<file path="src/rtl/spi_sclk_ctrl.sv">
// Programmable SPI serial-clock sequencer: divides i_clk into SCLK, frames CS,
// and issues single-cycle shift/sample strobes for all four CPOL/CPHA modes.
module spi_sclk_ctrl #(
  parameter int unsigned DIV_W = 8,
  parameter int unsigned CNT_W = 6
) (
  input  logic             i_clk,
  input  logic             i_rst_n,
  input  logic             i_start,
  input  logic             i_abort,
  input  logic [DIV_W-1:0] i_div,
  input  logic [CNT_W-1:0] i_nbits,
  input  logic             i_cpol,
  input  logic             i_cpha,
  output logic             o_sclk,
  output logic             o_cs_n,
  output logic             o_busy,
  output logic             o_shift,
  output logic             o_sample,
  output logic             o_done
);

  typedef enum logic [1:0] {IDLE, LEAD, RUN, TRAIL} state_t;

  state_t           state_q, state_d;
  logic [DIV_W-1:0] cnt_q, cnt_d;
  logic [CNT_W:0]   edge_q, edge_d;
  logic [DIV_W-1:0] div_q, div_d;
  logic [CNT_W-1:0] nbits_q, nbits_d;
  logic             cpol_q, cpol_d;
  logic             cpha_q, cpha_d;
  logic             sclk_q, sclk_d;
  logic             cs_n_q, cs_n_d;
  logic             busy_q, busy_d;
  logic             shift_q, shift_d;
  logic             sample_q, sample_d;
  logic             done_q, done_d;

  logic             cnt_term;
  logic [CNT_W:0]   edge_nx;
  logic             edge_last;
  logic             edge_lead;

  assign cnt_term  = (cnt_q == div_q);
  assign edge_nx   = edge_q + (CNT_W+1)'(1);
  assign edge_last = (edge_nx == {nbits_q, 1'b0});
  assign edge_lead = ~edge_q[0];

  always_comb begin
    state_d  = state_q;
    cnt_d    = cnt_q;
    edge_d   = edge_q;
    div_d    = div_q;
    nbits_d  = nbits_q;
    cpol_d   = cpol_q;
    cpha_d   = cpha_q;
    sclk_d   = sclk_q;
    cs_n_d   = cs_n_q;
    busy_d   = busy_q;
    shift_d  = 1'b0;
    sample_d = 1'b0;
    done_d   = 1'b0;

    unique case (state_q)
      IDLE: begin
        sclk_d = i_cpol;
        cs_n_d = 1'b1;
        busy_d = 1'b0;
        if (i_start && (i_nbits != '0)) begin
          div_d   = i_div;
          nbits_d = i_nbits;
          cpol_d  = i_cpol;
          cpha_d  = i_cpha;
          cnt_d   = '0;
          edge_d  = '0;
          cs_n_d  = 1'b0;
          busy_d  = 1'b1;
          shift_d = ~i_cpha;
          state_d = LEAD;
        end
      end
      // LEAD's terminal count produces edge 1, so LEAD and RUN share the edge logic.
      LEAD, RUN: begin
        if (cnt_term) begin
          cnt_d  = '0;
          sclk_d = ~sclk_q;
          edge_d = edge_nx;
          if (edge_lead) begin
            sample_d = ~cpha_q;
            shift_d  = cpha_q;
          end else begin
            sample_d = cpha_q;
            shift_d  = ~cpha_q & ~edge_last;
          end
          state_d = edge_last ? TRAIL : RUN;
        end else begin
          cnt_d = cnt_q + DIV_W'(1);
        end
      end
      TRAIL: begin
        if (cnt_term) begin
          cnt_d   = '0;
          cs_n_d  = 1'b1;
          busy_d  = 1'b0;
          done_d  = 1'b1;
          state_d = IDLE;
        end else begin
          cnt_d = cnt_q + DIV_W'(1);
        end
      end
      default: state_d = IDLE;
    endcase

    if (i_abort && (state_q != IDLE)) begin
      state_d  = IDLE;
      cnt_d    = '0;
      edge_d   = '0;
      sclk_d   = cpol_q;
      cs_n_d   = 1'b1;
      busy_d   = 1'b0;
      shift_d  = 1'b0;
      sample_d = 1'b0;
      done_d   = 1'b0;
    end
  end

  always_ff @(posedge i_clk) begin
    if (!i_rst_n) begin
      state_q  <= IDLE;
      cnt_q    <= '0;
      edge_q   <= '0;
      div_q    <= '0;
      nbits_q  <= '0;
      cpol_q   <= 1'b0;
      cpha_q   <= 1'b0;
      sclk_q   <= 1'b0;
      cs_n_q   <= 1'b1;
      busy_q   <= 1'b0;
      shift_q  <= 1'b0;
      sample_q <= 1'b0;
      done_q   <= 1'b0;
    end else begin
      state_q  <= state_d;
      cnt_q    <= cnt_d;
      edge_q   <= edge_d;
      div_q    <= div_d;
      nbits_q  <= nbits_d;
      cpol_q   <= cpol_d;
      cpha_q   <= cpha_d;
      sclk_q   <= sclk_d;
      cs_n_q   <= cs_n_d;
      busy_q   <= busy_d;
      shift_q  <= shift_d;
      sample_q <= sample_d;
      done_q   <= done_d;
    end
  end

  assign o_sclk   = sclk_q;
  assign o_cs_n   = cs_n_q;
  assign o_busy   = busy_q;
  assign o_shift  = shift_q;
  assign o_sample = sample_q;
  assign o_done   = done_q;

endmodule
</file>
<file path="config.mk">
export PLATFORM = sky130hd
export DESIGN_NAME = spi_sclk_ctrl
export DESIGN_NICKNAME = d
export VERILOG_FILES = /design/src/rtl/spi_sclk_ctrl.sv
export SDC_FILE = /design/constraint.sdc
export NUM_CORES = 1
export LEC_CHECK = 0
export CORE_MARGIN = 2
export CORE_UTILIZATION = 40
export CTS_BUF_LIST = sky130_fd_sc_hd__clkbuf_4
export DETAILED_ROUTE_END_ITERATION = 6
export MAX_ROUTING_LAYER = met4
export PLACE_DENSITY = 0.72
export RECOVER_POWER = 100
export SLEW_MARGIN = 10
export SYNTH_ARGS = -nofsm -noshare
export SYNTH_HDL_FRONTEND = slang
export SYNTH_SLANG_ARGS = --single-unit
</file>
<file path="constraint.sdc">
create_clock -name i_clk -period 2.2 [get_ports i_clk]
set_input_delay 0.44 -clock i_clk [delete_from_list [all_inputs] [get_ports i_clk]]
set_output_delay 0.44 -clock i_clk [all_outputs]
set_load 0.02 [all_outputs]
</file>
==> impl_metrics.py <==
metrics = {
    "clock_tree": {
        "clockBufferDepth": 2,
        "clk_pin_slew_worst_paths_ns": 0.12,
        "cts_made_buffers": 5,
        "clk_latency_ns": 0.36,
        "cts_num_sinks": 39,
        "post_cts.repair.setup_buffers": 0,
        "root_buffer_selected_by_cts": "sky130_fd_sc_hd__clkbuf_4",
        "h_tree_depth": 2,
        "tritoncts": "yes",
    },
    "timing": {
        "post-route-period-util_pct": 95.7,
        "max_slew_vio_count": 0,
        "report.final.setup_viol": 0,
        "final_period_minus_worst_setup_slack_ns": 2.11,
        "worst_case_clock_skew_ns": 0.0118,
        "report.final.hold_viol_count": 0,
        "rsz0062_at_grt": "no",
        "final.hold.worst_slack_ns": 0.486,
        "timing.slew.headroom_pct": 62.2,
        "worst-slew-pin-transition_ns": 0.567,
        "fmaxAchievable_mhz": 475,
    },
    "placement": {
        "hpwlAfterDp_um": 3700,
        "port_buffers": 25,
        "globalplace.congestion": 0.877,
        "placedCellCount": 351,
    },
    "global_routing": {
        "grt_first_pass_wirelength_um": 8580,
        "number_of_global_route_vias_before_repair": 1795,
        "grt_util_all_layers_pct": 18.5,
        "grt_max_degree": 17,
        "grt_remaining_overflow": 0,
        "initial_antenna_violation_count": 0,
    },
    "setup_path": {
        "r2r-end": "cnt_q[5]",
        "critPathArrivalTime_ns": 2.36,
        "category_of_the_worst_setup_path_launch_point": "primary input",
        "cell_by_cell_listing_of_the_critical_path": "clkdlybuf4s50_1, or4_1, o311ai_1, clkbuf_1, nor4_1, a21oi_1, o21ai_0",
        "r2r_start": "state_q[1]",
        "setup.worst_path.class": "primary input to flop",
        "delay_of_the_slowest_cell_on_the_worst_path_ns": 0.57,
        "worstRegToRegCells": 7,
        "timing.critical_path.required_ns": 2.46,
        "largest_fanout_on_the_critical_path": 4,
        "reg2reg_setup_slack_ns": 0.21,
        "worst_setup_path_end_kind": "flop",
        "critical_path.slowest_cell": "sky130_fd_sc_hd__or4_1",
    },
    "job": {
        "maxCapViolCount": 0,
    },
    "drt": {
        "routed_wire_length_per_instance_um": 13.3,
        "routed_via_density": 5.13,
        "wl_um": 4760,
        "drc_violation_count_after_routing": 0,
        "via_count": 1843,
        "antenna_left": 0,
        "drt-initial-drc-count": 82,
        "drt_first_pass_iters": 4,
    },
    "layout": {
        "post_layout_nonfiller_instances": 359,
        "antenna_cells_inserted": 0,
        "layout_overhead_on_the_synthesized_area_pct": 20.4,
        "multi_input_gate_area_in_the_final_layout_um2": 1170,
        "register_area_um2": 781,
        "post_route_cells_drive_above_1_share_pct": 10.4,
        "finish.net_count": 313,
        "final.fill_count": 521,
    },
    "die": {
        "effective_utilization_at_floorplan_pct": 41.0,
        "die-area_um2": 5800,
        "fp.dieW_um": 76.1,
        "core_area_um2": 5070,
        "fp-row-count": 26,
        "height_of_the_die_um": 76.1,
        "io_pins": 26,
    },
    "worst_hold_path": {
        "timing.hold.worst_path_depth": 2,
        "hp-start": "cpol_q",
        "timing.hold.worst.class": "flop to flop",
        "min_to": "cpol_q",
    },
    "synth": {
        "syn-mean-instance-area_um2": 8.53,
        "synth.lib_cells_used.distinct": 45,
        "synth-seq-cells": 39,
        "synthesis.area_um2": 2080,
        "synthesis.nets": 269,
        "synth_async_sr_flop_share_pct": 0,
        "synth_sequential_area_ratio_pct": 37.5,
        "synth_ff_type": "sky130_fd_sc_hd__dfxtp_1",
        "netlist_instances": 244,
        "synth_warnings": 0,
        "synth_enable_flop_cells": 0,
    },
    "power_and_ir_drop": {
        "power.static_leakage_nw": 0.905,
        "pwr_density_cell_nw_per_um2": 859,
        "vdd_ir_drop_max_v": 0.000369,
        "post-layout-total-power_mw": 2.15,
    },
    "outcome": {
        "status": "finished, final reports clean",
    },
}
## synthesized netlist by cell type (6+ instances only)
cell type | instances | area [um^2]
sky130_fd_sc_hd__inv_1 | 10 | 37.5
sky130_fd_sc_hd__nor2_1 | 15 | 56.3
sky130_fd_sc_hd__nand2_1 | 45 | 169
sky130_fd_sc_hd__xnor2_1 | 19 | 166
sky130_fd_sc_hd__nor3_1 | 6 | 30.0
sky130_fd_sc_hd__xor2_1 | 6 | 52.6
sky130_fd_sc_hd__dfxtp_1 | 39 | 781
sky130_fd_sc_hd__a21boi_0 | 7 | 52.6
sky130_fd_sc_hd__a21oi_1 | 7 | 35.0
sky130_fd_sc_hd__nand4_1 | 6 | 37.5
sky130_fd_sc_hd__a21boi_2 | 10 | 113
sky130_fd_sc_hd__o21ai_0 | 11 | 55.1
## layout by cell type (no fill, tap or decap), types with 3 or more instances in the layout
cell and instances:
sky130_fd_sc_hd__a21boi_0 15, sky130_fd_sc_hd__a21oi_1 7, sky130_fd_sc_hd__a31oi_1 4, sky130_fd_sc_hd__buf_4 14, sky130_fd_sc_hd__clkbuf_1 3, sky130_fd_sc_hd__clkbuf_4 6, sky130_fd_sc_hd__clkdlybuf4s50_1 19, sky130_fd_sc_hd__dfxtp_1 39
sky130_fd_sc_hd__dlygate4sd3_1 6, sky130_fd_sc_hd__ha_1 5, sky130_fd_sc_hd__inv_1 10, sky130_fd_sc_hd__nand2_1 45, sky130_fd_sc_hd__nand3_1 4, sky130_fd_sc_hd__nand4_1 6, sky130_fd_sc_hd__nor2_1 15, sky130_fd_sc_hd__nor2b_1 3
sky130_fd_sc_hd__nor3_1 6, sky130_fd_sc_hd__nor3b_1 3, sky130_fd_sc_hd__nor4_1 5, sky130_fd_sc_hd__o211ai_1 4, sky130_fd_sc_hd__o21ai_0 10, sky130_fd_sc_hd__xnor2_1 19, sky130_fd_sc_hd__xor2_1 6
## metrics by stage
| step | utilization, % | cell area [um^2] | TNS, ns | setup slack, ns |
|---|---|---|---|---|
| after CTS | 50.8 | 2580 | 0 | 0.193 |
| after floorplan | - | 2080 | 0 | 0.324 |
| after global placement | 49.8 | 2520 | -0.351 | -0.0546 |
| after global routing | 49.4 | 2500 | 0 | 0.00503 |
| after detailed placement | 49.8 | 2520 | -1.34 | -0.0738 |
| final | 49.4 | 2500 | 0 | 0.0949 |
## logic make-up (layout without fill, tap and decap cells)
logic type	count (synthesis)	count (layout)	synth area share, %
muxes	2	2	0.962
AOI/OAI and AO/OA	55	55	20.3
buffers and inverters	17	62	3.55
DFF	39	39	37.5
xor gates and xnor gates	26	26	11.3
and+or+nand+nor	100	100	23.3
adders and majority gates	5	5	3.01
## per-layer routing
layer,routed length (um),global-route usage (%),vias to the layer above
li1,-,-,933
met1,2340,23.9,864
met2,2170,28.7,37
met3,172,3.67,9
met4,87,6.73,0
met5,0,-,-
## registers in the layout, summed over array words and instances, names as in the netlist
signal,flops
cnt_q,8
cpha_q,1
cpol_q,1
div_q,8
edge_q,7
nbits_q,6
o_busy,1
o_cs_n,1
o_done,1
o_sample,1
o_sclk,1
o_shift,1
state_q,2
## final cells by class
cell class                 instances  share of cell area (%)
multi-input combinational        188                    46.7
inverter                          10                    1.50
clock inverter                     2                   0.300
sequential                        39                    31.2
tap                               70                    3.50
clock buffer                       6                    1.80
timing repair buffer              44                    15.0
## worst max-delay path: cells and delay by family
kind / cells / cell delay, ns
buf+inv: 2 / 0.65
simple gates: 2 / 0.64
compound gates: 3 / 0.63
## timing repair
item | 4_1_cts | 5_1_grt
hold buffers | 0 | 0
gates resized for setup | 0 | 1
setup endpoints to repair | 0 | 5
## power by group
group | leakage, nW | switching, mW | internal, mW
clock | 0.0307 | 0.241 | 0.131
combinational | 0.556 | 0.542 | 0.367
sequential | 0.318 | 0.0718 | 0.798
## how the worst max path moves through the flow
| stage | slack (ns) | endpoint | startpoint | depth (start not counted) |
|---|---|---|---|---|
| 2_1_floorplan | 0.32 | edge_q[2] | state_q[1] | 7 |
| 3_3_place_gp | -0.05 | edge_q[4] | i_nbits[0] | 7 |
| 3_5_place_dp | -0.07 | edge_q[4] | i_nbits[0] | 7 |
| 4_1_cts | 0.19 | edge_q[4] | state_q[1] | 6 |
| 5_1_grt | 0.005 | o_shift | i_nbits[0] | 7 |
| 6_report | 0.09 | o_shift | i_nbits[0] | 7 |
Power figures use the tool's default switching activity.
